## config.mk

```make
export PLATFORM = sky130hd
export DESIGN_NAME = lcd1602_responder
export DESIGN_NICKNAME = d
export VERILOG_FILES = /design/src/rtl/lcd1602_responder.sv
export SDC_FILE = /design/constraint.sdc
export NUM_CORES = 1
export LEC_CHECK = 0
export CORE_ASPECT_RATIO = 1.75
export CORE_MARGIN = 1.5
export CORE_UTILIZATION = 50
export DETAILED_ROUTE_END_ITERATION = 7
export HOLD_SLACK_MARGIN = 0.12
export PLACE_DENSITY = 0.66
export SLEW_MARGIN = 25
export SYNTH_ARGS = -nofsm -noshare
export SYNTH_HDL_FRONTEND = slang
export SYNTH_SLANG_ARGS = --single-unit
```

## constraint.sdc

```tcl
create_clock -name FPGA_CLK -period 5.73 [get_ports FPGA_CLK]
set_input_delay 1.146 -clock FPGA_CLK [delete_from_list [all_inputs] [get_ports FPGA_CLK]]
set_output_delay 1.146 -clock FPGA_CLK [all_outputs]
set_load 0.01 [all_outputs]
```

## src/rtl/lcd1602_responder.sv

```systemverilog
// HD44780-compatible display-side responder for the LCD1602 8-bit bus.
// Samples the writer's RS/RW/E/D bus, executes instructions, stores text in
// an 80-byte DDRAM, drives read-back data and offers a renderer read port.
module lcd1602_responder #(
    parameter int BUSY_SHORT = 1850,
    parameter int BUSY_LONG  = 76500
) (
    input  logic       FPGA_CLK,
    input  logic       FPGA_RST_N,
    input  logic       LCD_RS,
    input  logic       LCD_RW,
    input  logic       LCD_E,
    input  logic [7:0] LCD_D,
    output logic [7:0] LCD_DOUT,
    output logic       LCD_DOE,
    output logic       BUSY,
    output logic [6:0] AC,
    output logic       DISP_ON,
    output logic       CURSOR_ON,
    output logic       BLINK_ON,
    output logic       TWO_LINE,
    output logic [5:0] SHIFT,
    output logic       OVERRUN,
    input  logic [6:0] RD_ADDR,
    output logic [7:0] RD_DATA
);
    localparam int CW = $clog2(BUSY_LONG + 1);
    localparam logic [CW-1:0] SHORT_M1 = CW'(BUSY_SHORT - 1);
    localparam logic [CW-1:0] LONG_M1  = CW'(BUSY_LONG - 1);
    localparam logic [CW-1:0] CNT_ZERO = {CW{1'b0}};

    typedef enum logic [1:0] {
        ST_RST_CLR = 2'd0,
        ST_IDLE    = 2'd1,
        ST_EXEC    = 2'd2,
        ST_WAIT    = 2'd3
    } state_t;

    // AC is legal for the current line mode
    function automatic logic ac_valid(input logic [6:0] a, input logic two);
        if (two) ac_valid = (a <= 7'h27) || ((a >= 7'h40) && (a <= 7'h67));
        else     ac_valid = (a <= 7'h4F);
    endfunction

    // DDRAM index: line*40 + column in two-line mode
    function automatic logic [6:0] ac_index(input logic [6:0] a, input logic two);
        if (two) ac_index = a[6] ? (7'd40 + {1'b0, a[5:0]}) : {1'b0, a[5:0]};
        else     ac_index = a;
    endfunction

    // AC +/-1 with the line-mode wrap points
    function automatic logic [6:0] ac_step(input logic [6:0] a, input logic two, input logic up);
        if (!two) begin
            if (up) ac_step = (a >= 7'h4F) ? 7'h00 : a + 7'd1;
            else    ac_step = (a == 7'h00) ? 7'h4F : a - 7'd1;
        end else begin
            if (up) begin
                if (a == 7'h27)      ac_step = 7'h40;
                else if (a >= 7'h67) ac_step = 7'h00;
                else                 ac_step = a + 7'd1;
            end else begin
                if (a == 7'h40)      ac_step = 7'h27;
                else if (a == 7'h00) ac_step = 7'h67;
                else                 ac_step = a - 7'd1;
            end
        end
    endfunction

    // Display shift +/-1 modulo 40
    function automatic logic [5:0] shift_step(input logic [5:0] s, input logic up);
        if (up) shift_step = (s >= 6'd39) ? 6'd0 : s + 6'd1;
        else    shift_step = (s == 6'd0) ? 6'd39 : s - 6'd1;
    endfunction

    logic       e_s1_r, e_s2_r, e_q_r, rs_s1_r, rs_s2_r, rw_s1_r, rw_s2_r;
    logic [7:0] d_s1_r, d_s2_r;
    logic       strobe_r, cmd_rs_r, cmd_rw_r;
    logic [7:0] cmd_d_r;

    state_t        state_r, state_nxt;
    logic [CW-1:0] cnt_r, cnt_nxt;
    logic [6:0]    fill_r, fill_nxt, ac_r, ac_nxt;
    logic [5:0]    shift_r, shift_nxt;
    logic busy_r, busy_nxt, id_r, id_nxt, s_r, s_nxt, ramsel_r, ramsel_nxt;
    logic disp_r, disp_nxt, cur_r, cur_nxt, blink_r, blink_nxt;
    logic two_r, two_nxt, ovr_r, ovr_nxt;
    logic [7:0] dout_r, rd_data_r;
    logic       doe_r;

    logic [7:0] mem_r [0:79];
    logic       mem_we_s;
    logic [6:0] mem_waddr_s;
    logic [7:0] mem_wdata_s;
    logic       is_status_s;
    logic [7:0] bus_rd_s;

    assign is_status_s = ~cmd_rs_r & cmd_rw_r;
    assign bus_rd_s    = ac_valid(ac_r, two_r) ? mem_r[ac_index(ac_r, two_r)] : 8'h20;

    // Two-flop synchronizers, E edge register and strobe/command capture
    always_ff @(posedge FPGA_CLK or negedge FPGA_RST_N) begin
        if (!FPGA_RST_N) begin
            e_s1_r <= 1'b0; e_s2_r <= 1'b0; e_q_r <= 1'b0;
            rs_s1_r <= 1'b0; rs_s2_r <= 1'b0; rw_s1_r <= 1'b0; rw_s2_r <= 1'b0;
            d_s1_r <= 8'h00; d_s2_r <= 8'h00;
            strobe_r <= 1'b0; cmd_rs_r <= 1'b0; cmd_rw_r <= 1'b0; cmd_d_r <= 8'h00;
        end else begin
            e_s1_r <= LCD_E;  e_s2_r <= e_s1_r; e_q_r <= e_s2_r;
            rs_s1_r <= LCD_RS; rs_s2_r <= rs_s1_r;
            rw_s1_r <= LCD_RW; rw_s2_r <= rw_s1_r;
            d_s1_r <= LCD_D;  d_s2_r <= d_s1_r;
            strobe_r <= e_q_r & ~e_s2_r;
            cmd_rs_r <= rs_s2_r; cmd_rw_r <= rw_s2_r; cmd_d_r <= d_s2_r;
        end
    end

    // Next-state logic: init/clear fill, instruction and data execution, busy timing
    always_comb begin
        state_nxt = state_r;  cnt_nxt = cnt_r;    fill_nxt = fill_r;   busy_nxt = busy_r;
        ac_nxt = ac_r;        id_nxt = id_r;      s_nxt = s_r;         ramsel_nxt = ramsel_r;
        disp_nxt = disp_r;    cur_nxt = cur_r;    blink_nxt = blink_r; two_nxt = two_r;
        shift_nxt = shift_r;  ovr_nxt = ovr_r;
        mem_we_s = 1'b0;      mem_waddr_s = fill_r; mem_wdata_s = 8'h20;

        if (strobe_r && busy_r && !is_status_s) ovr_nxt = 1'b1;
        else                                   ovr_nxt = ovr_r;

        case (state_r)
            ST_RST_CLR, ST_EXEC: begin
                mem_we_s = (fill_r < 7'd80);
                fill_nxt = (fill_r < 7'd80) ? fill_r + 7'd1 : fill_r;
                if (cnt_r == CNT_ZERO) begin
                    state_nxt = ST_IDLE;
                    busy_nxt  = 1'b0;
                end else begin
                    cnt_nxt = cnt_r - {{(CW-1){1'b0}}, 1'b1};
                    if (fill_r >= 7'd79) state_nxt = ST_WAIT;
                    else                 state_nxt = state_r;
                end
            end
            ST_IDLE: begin
                if (strobe_r && !is_status_s) begin
                    busy_nxt  = 1'b1;
                    state_nxt = ST_WAIT;
                    cnt_nxt   = SHORT_M1;
                    if (!cmd_rs_r && !cmd_rw_r) begin
                        casez (cmd_d_r)
                            8'b1???????: begin
                                ramsel_nxt = 1'b0;
                                ac_nxt = ac_valid(cmd_d_r[6:0], two_r) ? cmd_d_r[6:0] : 7'h00;
                            end
                            8'b01??????: ramsel_nxt = 1'b1;
                            8'b001?????: two_nxt = cmd_d_r[3];
                            8'b0001????: begin
                                if (cmd_d_r[3]) shift_nxt = shift_step(shift_r, cmd_d_r[2]);
                                else            ac_nxt = ac_step(ac_r, two_r, cmd_d_r[2]);
                            end
                            8'b00001???: begin
                                disp_nxt = cmd_d_r[2]; cur_nxt = cmd_d_r[1]; blink_nxt = cmd_d_r[0];
                            end
                            8'b000001??: begin
                                id_nxt = cmd_d_r[1]; s_nxt = cmd_d_r[0];
                            end
                            8'b0000001?: begin
                                ac_nxt = 7'h00; shift_nxt = 6'd0; cnt_nxt = LONG_M1;
                            end
                            8'b00000001: begin
                                ac_nxt = 7'h00; id_nxt = 1'b1; shift_nxt = 6'd0;
                                fill_nxt = 7'd0; cnt_nxt = LONG_M1; state_nxt = ST_EXEC;
                            end
                            default: cnt_nxt = SHORT_M1;
                        endcase
                    end else if (cmd_rs_r && !cmd_rw_r) begin
                        if (!ramsel_r) begin
                            mem_we_s    = ac_valid(ac_r, two_r);
                            mem_waddr_s = ac_index(ac_r, two_r);
                            mem_wdata_s = cmd_d_r;
                            ac_nxt      = ac_step(ac_r, two_r, id_r);
                            if (s_r) shift_nxt = shift_step(shift_r, id_r);
                            else     shift_nxt = shift_r;
                        end else begin
                            mem_we_s = 1'b0;
                        end
                    end else begin
                        ac_nxt = ac_step(ac_r, two_r, id_r);
                    end
                end else begin
                    busy_nxt = 1'b0;
                end
            end
            ST_WAIT: begin
                if (cnt_r == CNT_ZERO) begin
                    state_nxt = ST_IDLE;
                    busy_nxt  = 1'b0;
                end else begin
                    cnt_nxt = cnt_r - {{(CW-1){1'b0}}, 1'b1};
                end
            end
            default: begin
                state_nxt = ST_RST_CLR; busy_nxt = 1'b1; cnt_nxt = LONG_M1; fill_nxt = 7'd0;
            end
        endcase
    end

    // Control/status registers; reset restarts the init clear
    always_ff @(posedge FPGA_CLK or negedge FPGA_RST_N) begin
        if (!FPGA_RST_N) begin
            state_r <= ST_RST_CLR; cnt_r <= LONG_M1; fill_r <= 7'd0; busy_r <= 1'b1;
            ac_r <= 7'h00; id_r <= 1'b1; s_r <= 1'b0; ramsel_r <= 1'b0;
            disp_r <= 1'b0; cur_r <= 1'b0; blink_r <= 1'b0; two_r <= 1'b0;
            shift_r <= 6'd0; ovr_r <= 1'b0;
        end else begin
            state_r <= state_nxt; cnt_r <= cnt_nxt; fill_r <= fill_nxt; busy_r <= busy_nxt;
            ac_r <= ac_nxt; id_r <= id_nxt; s_r <= s_nxt; ramsel_r <= ramsel_nxt;
            disp_r <= disp_nxt; cur_r <= cur_nxt; blink_r <= blink_nxt; two_r <= two_nxt;
            shift_r <= shift_nxt; ovr_r <= ovr_nxt;
        end
    end

    // DDRAM write port (no reset: contents are rebuilt by the init clear)
    always_ff @(posedge FPGA_CLK) begin
        if (mem_we_s) mem_r[mem_waddr_s] <= mem_wdata_s;
    end

    // Registered bus read-back and renderer read port
    always_ff @(posedge FPGA_CLK or negedge FPGA_RST_N) begin
        if (!FPGA_RST_N) begin
            doe_r <= 1'b0; dout_r <= 8'h00; rd_data_r <= 8'h00;
        end else begin
            doe_r     <= e_s2_r & rw_s2_r;
            dout_r    <= (e_s2_r & rw_s2_r) ? (rs_s2_r ? bus_rd_s : {busy_r, ac_r}) : 8'h00;
            rd_data_r <= (RD_ADDR < 7'd80) ? mem_r[RD_ADDR] : 8'h20;
        end
    end

    assign LCD_DOUT = dout_r;   assign LCD_DOE  = doe_r;   assign BUSY     = busy_r;
    assign AC       = ac_r;     assign DISP_ON  = disp_r;  assign CURSOR_ON = cur_r;
    assign BLINK_ON = blink_r;  assign TWO_LINE = two_r;   assign SHIFT    = shift_r;
    assign OVERRUN  = ovr_r;    assign RD_DATA  = rd_data_r;
endmodule

```

# Word level (Yosys, flattened, before mapping)
# Memories as Yosys holds them, arrays and structs flattened.
# Cells that the tools add are included.
dict set report word_totals {
  n_memories 1
  output_inout_bits 36
  ram_bits 640
  reg_bits 99
}
# memory depth width rd rd_clocked_by_memory_dff wr line
set memory_table {}
lappend memory_table {mem_r 80 8 2 0 1 90} ;# logic [7:0] mem_r [0:79];
dict set report classes {
  reduce_logical 34
  order_cmp 14
  muxes 79
  bitwise_logic 5
  eq_ne 26
  n_addsub 7
}
# op n
set op_table {}
lappend op_table {{$mux 7} 28}
lappend op_table {{$mux 8} 9}
lappend op_table {{$mux 17} 4}
lappend op_table {{$mux 6} 9}
lappend op_table {{$ge 7x7->1 const B} 5}
lappend op_table {{$pmux 17 s2} 1}
lappend op_table {{$le 7x7->1 const B} 4}
lappend op_table {{$pmux 7 s3} 1}
lappend op_table {{$reduce_and 4->1} 5}
lappend op_table {{$logic_not 17->1} 1}
lappend op_table {{$sub 17x1->17 const B} 1}
lappend op_table {{$mux 1} 16}
lappend op_table {{$add 7x1->7 const B} 2}
lappend op_table {{$le 7x6->1 const B} 2}
lappend op_table {{$lt 7x7->1 const B} 2}
lappend op_table {{$pmux 7 s2} 1}
lappend op_table {{$ne 3x3->1 const B} 4}
lappend op_table {{$pmux 6 s2} 1}
lappend op_table {{$ne 2x2->1 const B} 5}
lappend op_table {{$reduce_and 5->1} 2}
lappend op_table {{$reduce_bool 2->1} 5}
lappend op_table {{$eq 8x1->1 const B} 1}
lappend op_table {{$mux 2} 4}
lappend op_table {{$pmux 1 s2} 4}
lappend op_table {{31 further kinds} 48}

# Depth between registers and ports, before layout
dict set report depth {
  word_depth 11
  depth_mapped 14
  mapped_depth_nobuf 8
}

# Worst setup path after synthesis
# OpenSTA, ideal clock, no wires.
dict set report synth_path {
  path_type {register to register}
  from {register state_r[0]}
  to {memory mem_r[0][2], data pin}
  path_slack_ns 2.015
  arrival_time_ns 3.141
  stages_incl_launch_ff 6
  required_ns 5.156
  path_cell_list {dfrtp_1 nor2b_1 nand4b_1 clkbuf_1 clkbuf_1 nor2_1}
}
dict set report synth_between {
  elab_chain_cells 2
}
# element line
set synth_lines {}
lappend synth_lines {{start, declared} 80} ;# state_t state_r, state_nxt;
lappend synth_lines {{start signal, assigned} 213} ;# state_r <= state_nxt; cnt_r <= cnt_nxt; fill_r <= fill_nxt; busy_r <= busy_nxt;
lappend synth_lines {{$eq 2x1->1} 128} ;# case (state_r)
lappend synth_lines {{$mux 8} 128}
lappend synth_lines {{via mem_wdata_s[2]} 93} ;# logic [7:0] mem_wdata_s;
lappend synth_lines {{end, declared} 90}
# The timed path passes the listed nets, and every way through them passes these cells.

# Worst setup path in the final report
dict set report layout_path {
  from {register ac_r[1] (netlist: AC[1])}
  to {memory mem_r[61][0], enable pin}
}
dict set report layout_between {
  elab_chain_cells 11
  word_cells_on_any_way 22
  cone_classes {add/sub (1); order compare (4); mux (15); reduce/logical (2)}
}
# element line
set layout_lines {}
lappend layout_lines {{start, declared} 82} ;# logic [6:0] fill_r, fill_nxt, ac_r, ac_nxt;
lappend layout_lines {{start signal, assigned} 214} ;# ac_r <= ac_nxt; id_r <= id_nxt; s_r <= s_nxt; ramsel_r <= ramsel_nxt;
lappend layout_lines {{$ge 7x7->1 or $le 7x7->1 (tied branches)} 41} ;# if (two) ac_valid = (a <= 7'h27) || ((a >= 7'h40) && (a <= 7'h67));
lappend layout_lines {{$logic_and 1x1->1} 41}
lappend layout_lines {{$logic_or 1x1->1} 41}
lappend layout_lines {{$mux 1} 41}
lappend layout_lines {{$mux 1} 174} ;# if (!ramsel_r) begin
lappend layout_lines {{$mux 1} 173} ;# end else if (cmd_rs_r && !cmd_rw_r) begin
lappend layout_lines {{$mux 1} 146} ;# if (!cmd_rs_r && !cmd_rw_r) begin
lappend layout_lines {{$mux 1} 142} ;# if (strobe_r && !is_status_s) begin
lappend layout_lines {{$pmux 1 s2} 128}
lappend layout_lines {{$mux 1} 222} ;# if (mem_we_s) mem_r[mem_waddr_s] <= mem_wdata_s;
lappend layout_lines {{$mux 1 (implied by the code)} 222}
# Parallel ways exist; a longest one is shown, timed or not.

==> key figures <==
Route
  – Final WL: 109.7 mm
  – Residual DRC: 0
  – Post-DRT Antenna Nets: 0
  – Total number of vias: 21365
  – Vias per inst: 6.966
  – DR pass1 iterations: 7
  – Wirelength per Cell: 35.76 um
  – DR iter-0 viols: 2653

Finish
  – P&R area growth vs syn: 9.754%
  – Multi-input gate area: 13250 um2
  – Most frequent cells in the layout: edfxtp_1 (640), mux4_2 (330), nor2_1 (142)
  – Nets: 2128
  – Most common cell after layout, fill and taps aside: edfxtp_1
  – Share of cells above drive strength 1: 0.2578
  – Register area: 21720 um2
  – Layout fillers: 5394

Logic synthesis
  – YS warnings: 0
  – Syn_area_per_cell: 17.34 um2
  – Number of synthesized flops with an enable pin: 640
  – Register area share after synthesis: 0.6060
  – Synthesized Nets: 2096
  – Most used DFF post-synth: edfxtp_1
  – Post-synth ARST share: 0.1340
  – Library cells used by synthesis: 91
  – Yosys top cell by area: edfxtp_1
  – Top-area cell type share of the netlist area: 0.5364
  – Cells after Synth: 2066
  – Synth Register Bits: 739
  – Post-Syn Area: 35830 um2
  – Top post-synthesis cells by area: edfxtp_1 (54%), mux4_2 (21%), dfrtp_1 (6.1%)

STA
  – Period utilisation layout: 0.7551
  – Relative slew slack: 0.2840
  – Final Hold Vio Count: 0
  – Final setup violation count: 0
  – Max-slew violations: 0
  – Setup TNS: 0 ns
  – RSZ-0062 raised after global routing: no
  – Slew @ Worst Pin: 1.074 ns
  – Clk_skew: 0.02276 ns
  – Fmax: 231.1 MHz
  – Setup WS post-layout: 1.403 ns
  – Final min period: 4.327 ns

Die
  – Die width: 205.3 um
  – Die H: 357.1 um
  – Die footprint: 73330 um2
  – FP Rows: 129
  – Initial Util: 0.5056
  – Core footprint: 70860 um2
  – I/O pin count: 56

Critical path
  – Arrival @ worst endpoint: 4.60 ns
  – Required time of the worst setup path: 6.00 ns
  – WS Path Type: reg -> reg
  – Worst setup SP type: flip-flop
  – Crit. End Element: flip-flop
  – Max FO, Critical Path: 41

GRT
  – Grt ovf: 0
  – Largest net degree at the start of global routing: 81
  – Initial antenna violation count: 3
  – Vias in the first global route: 22065
  – First-pass GRT wire length: 158.4 mm
  – Tot GR Track Use: 0.3095

Min path
  – Worst min-delay path class: reg -> reg

Placed design
  – Port bufs: 55
  – Routability Congestion: 1.024
  – HPWL Detailed: 76.21 mm
  – Dpl ws: 1.391 ns

Power and ir drop
  – Pwr/cell area: 381.1 nW/um2
  – Max IR drop VDD: 236.7 uV
  – Leak: 12.69 nW
  – Pwr Total: 14.98 mW

Clock tree
  – CTS tree: done
  – CTS Hold Bufs: 0
  – Post-cts gate resize count: 0
  – # H-tree levels: 3
  – CTS root buf: clkbuf_16
  – Clock Tree Buf Depth: 3
  – Post-CTS Setup Bufs: 0
  – Number of buffers created by CTS: 68
  – CTS Sinks: 739
  – Reg clk slew, reported paths: 0.06 ns
  – Clk Latency, worst-skew pair: 0.64 ns

Outcome
  – Status: finished, final reports clean

Run
  – Max-Cap Viols: 0
==> power breakdown <==
part | internal, mW | total, mW | leakage (nW) | switching (mW)
Clock | 2.39 | 4.44 | 1.03 | 2.05
Sequential | 5.93 | 6.26 | 7.03 | 0.330
Combinational | 1.87 | 4.28 | 4.63 | 2.41
==> final timing paths <==
check                      depth (start not counted)  slack (ns)  startpoint            to
setup / recovery                                   7        1.40       AC[1]  mem_r[61][0]
hold / removal                                     0        0.35   d_s1_r[2]     d_s2_r[2]
setup reg to reg                                   7        1.40       AC[1]  mem_r[61][0]
hold reg to reg                                    0        0.35   d_s1_r[2]     d_s2_r[2]
max in group asynchronous                          2        4.05  FPGA_RST_N         AC[1]
min in group asynchronous                          1        0.66  FPGA_RST_N       rw_s1_r
==> registers in the layout, summed over array words and instances, names as in the netlist, 2 cells and up <==
name and count:
state_r 2, fill_r 7, SHIFT 6, RD_DATA 8, LCD_DOUT 8, mem_r 640, cnt_r 17, d_s2_r 8
d_s1_r 8, AC 7, cmd_d_r 8
==> critical path, cell delays in order (launching register included) <==
cell      delay [ns]
dfrtp_4         0.83
ha_1            0.35
or4bb_1         0.51
o211ai_1        0.15
o311ai_1        0.24
a21boi_2        0.35
nand2_1         0.66
nor2_1          0.84
==> Yosys cell counts, types with 13 or more instances <==
cell and count:
a21oi_1 59, mux4_1 29, mux4_2 330, nor3_1 24
edfxtp_1 640, a31oi_1 17, and2_1 16, nor2_1 143
a211oi_1 25, o22ai_1 13, a22oi_1 13, nor2b_1 20
nand2_1 100, buf_2 50, inv_1 21, mux2i_1 53
dfrtp_1 88, nand2b_1 14, o21ai_0 46, mux2_2 16
clkbuf_1 57, nand3_1 25
==> cells by family (layout without fill, tap and decap cells) <==
family,after synthesis,after routing,synth area share
AOI/OAI and AO/OA,288,288,0.05571
xor gates and xnor gates,19,19,0.004645
adders and majority gates,10,10,0.003492
buffers and inverters,166,249,0.02553
DFF,739,739,0.6060
muxes,428,428,0.2486
other,0,1,0
and+or+nand+nor,416,416,0.05609
==> per-layer routing <==
| layer | wire length (um) | vias up | track usage |
|---|---|---|---|
| met5 | 13 | - | 0 |
| met1 | 35370 | 11160 | 0.3488 |
| met2 | 56130 | 1200 | 0.5273 |
| li1 | - | 8660 | - |
| met3 | 8351 | 343 | 0.05521 |
| met4 | 9801 | 2 | 0.2255 |
==> stage by stage <==
| stage | std cells | area, um2 | util | hold slack, ns |
|---|---|---|---|---|
| 6_report | 3067 | 39320 | 0.5549 | 0.3507 |
| 3_5_place_dp | 2943 | 37150 | 0.5243 | 0.3378 |
| 4_1_cts | 3064 | 39250 | 0.5540 | 0.3483 |
| 5_1_grt | 3066 | 39320 | 0.5549 | 0.3494 |
| 3_3_place_gp | 2942 | 37130 | 0.5240 | 0.3391 |
| 2_1_floorplan | 2066 | 35830 | - | 0.3312 |
==> area by class of cell <==
type,count,share of cell area
Tap cell,917,0.02918
Clock inverter,39,0.007892
Timing Repair Buffer,107,0.02587
Sequential cell,739,0.5523
Multi-Input combinational cell,1161,0.3370
Inverter,21,0.002005
Antenna cell,1,0.00006364
Clock buffer,82,0.04569
No activity file was read; power rests on OpenSTA's default activity.
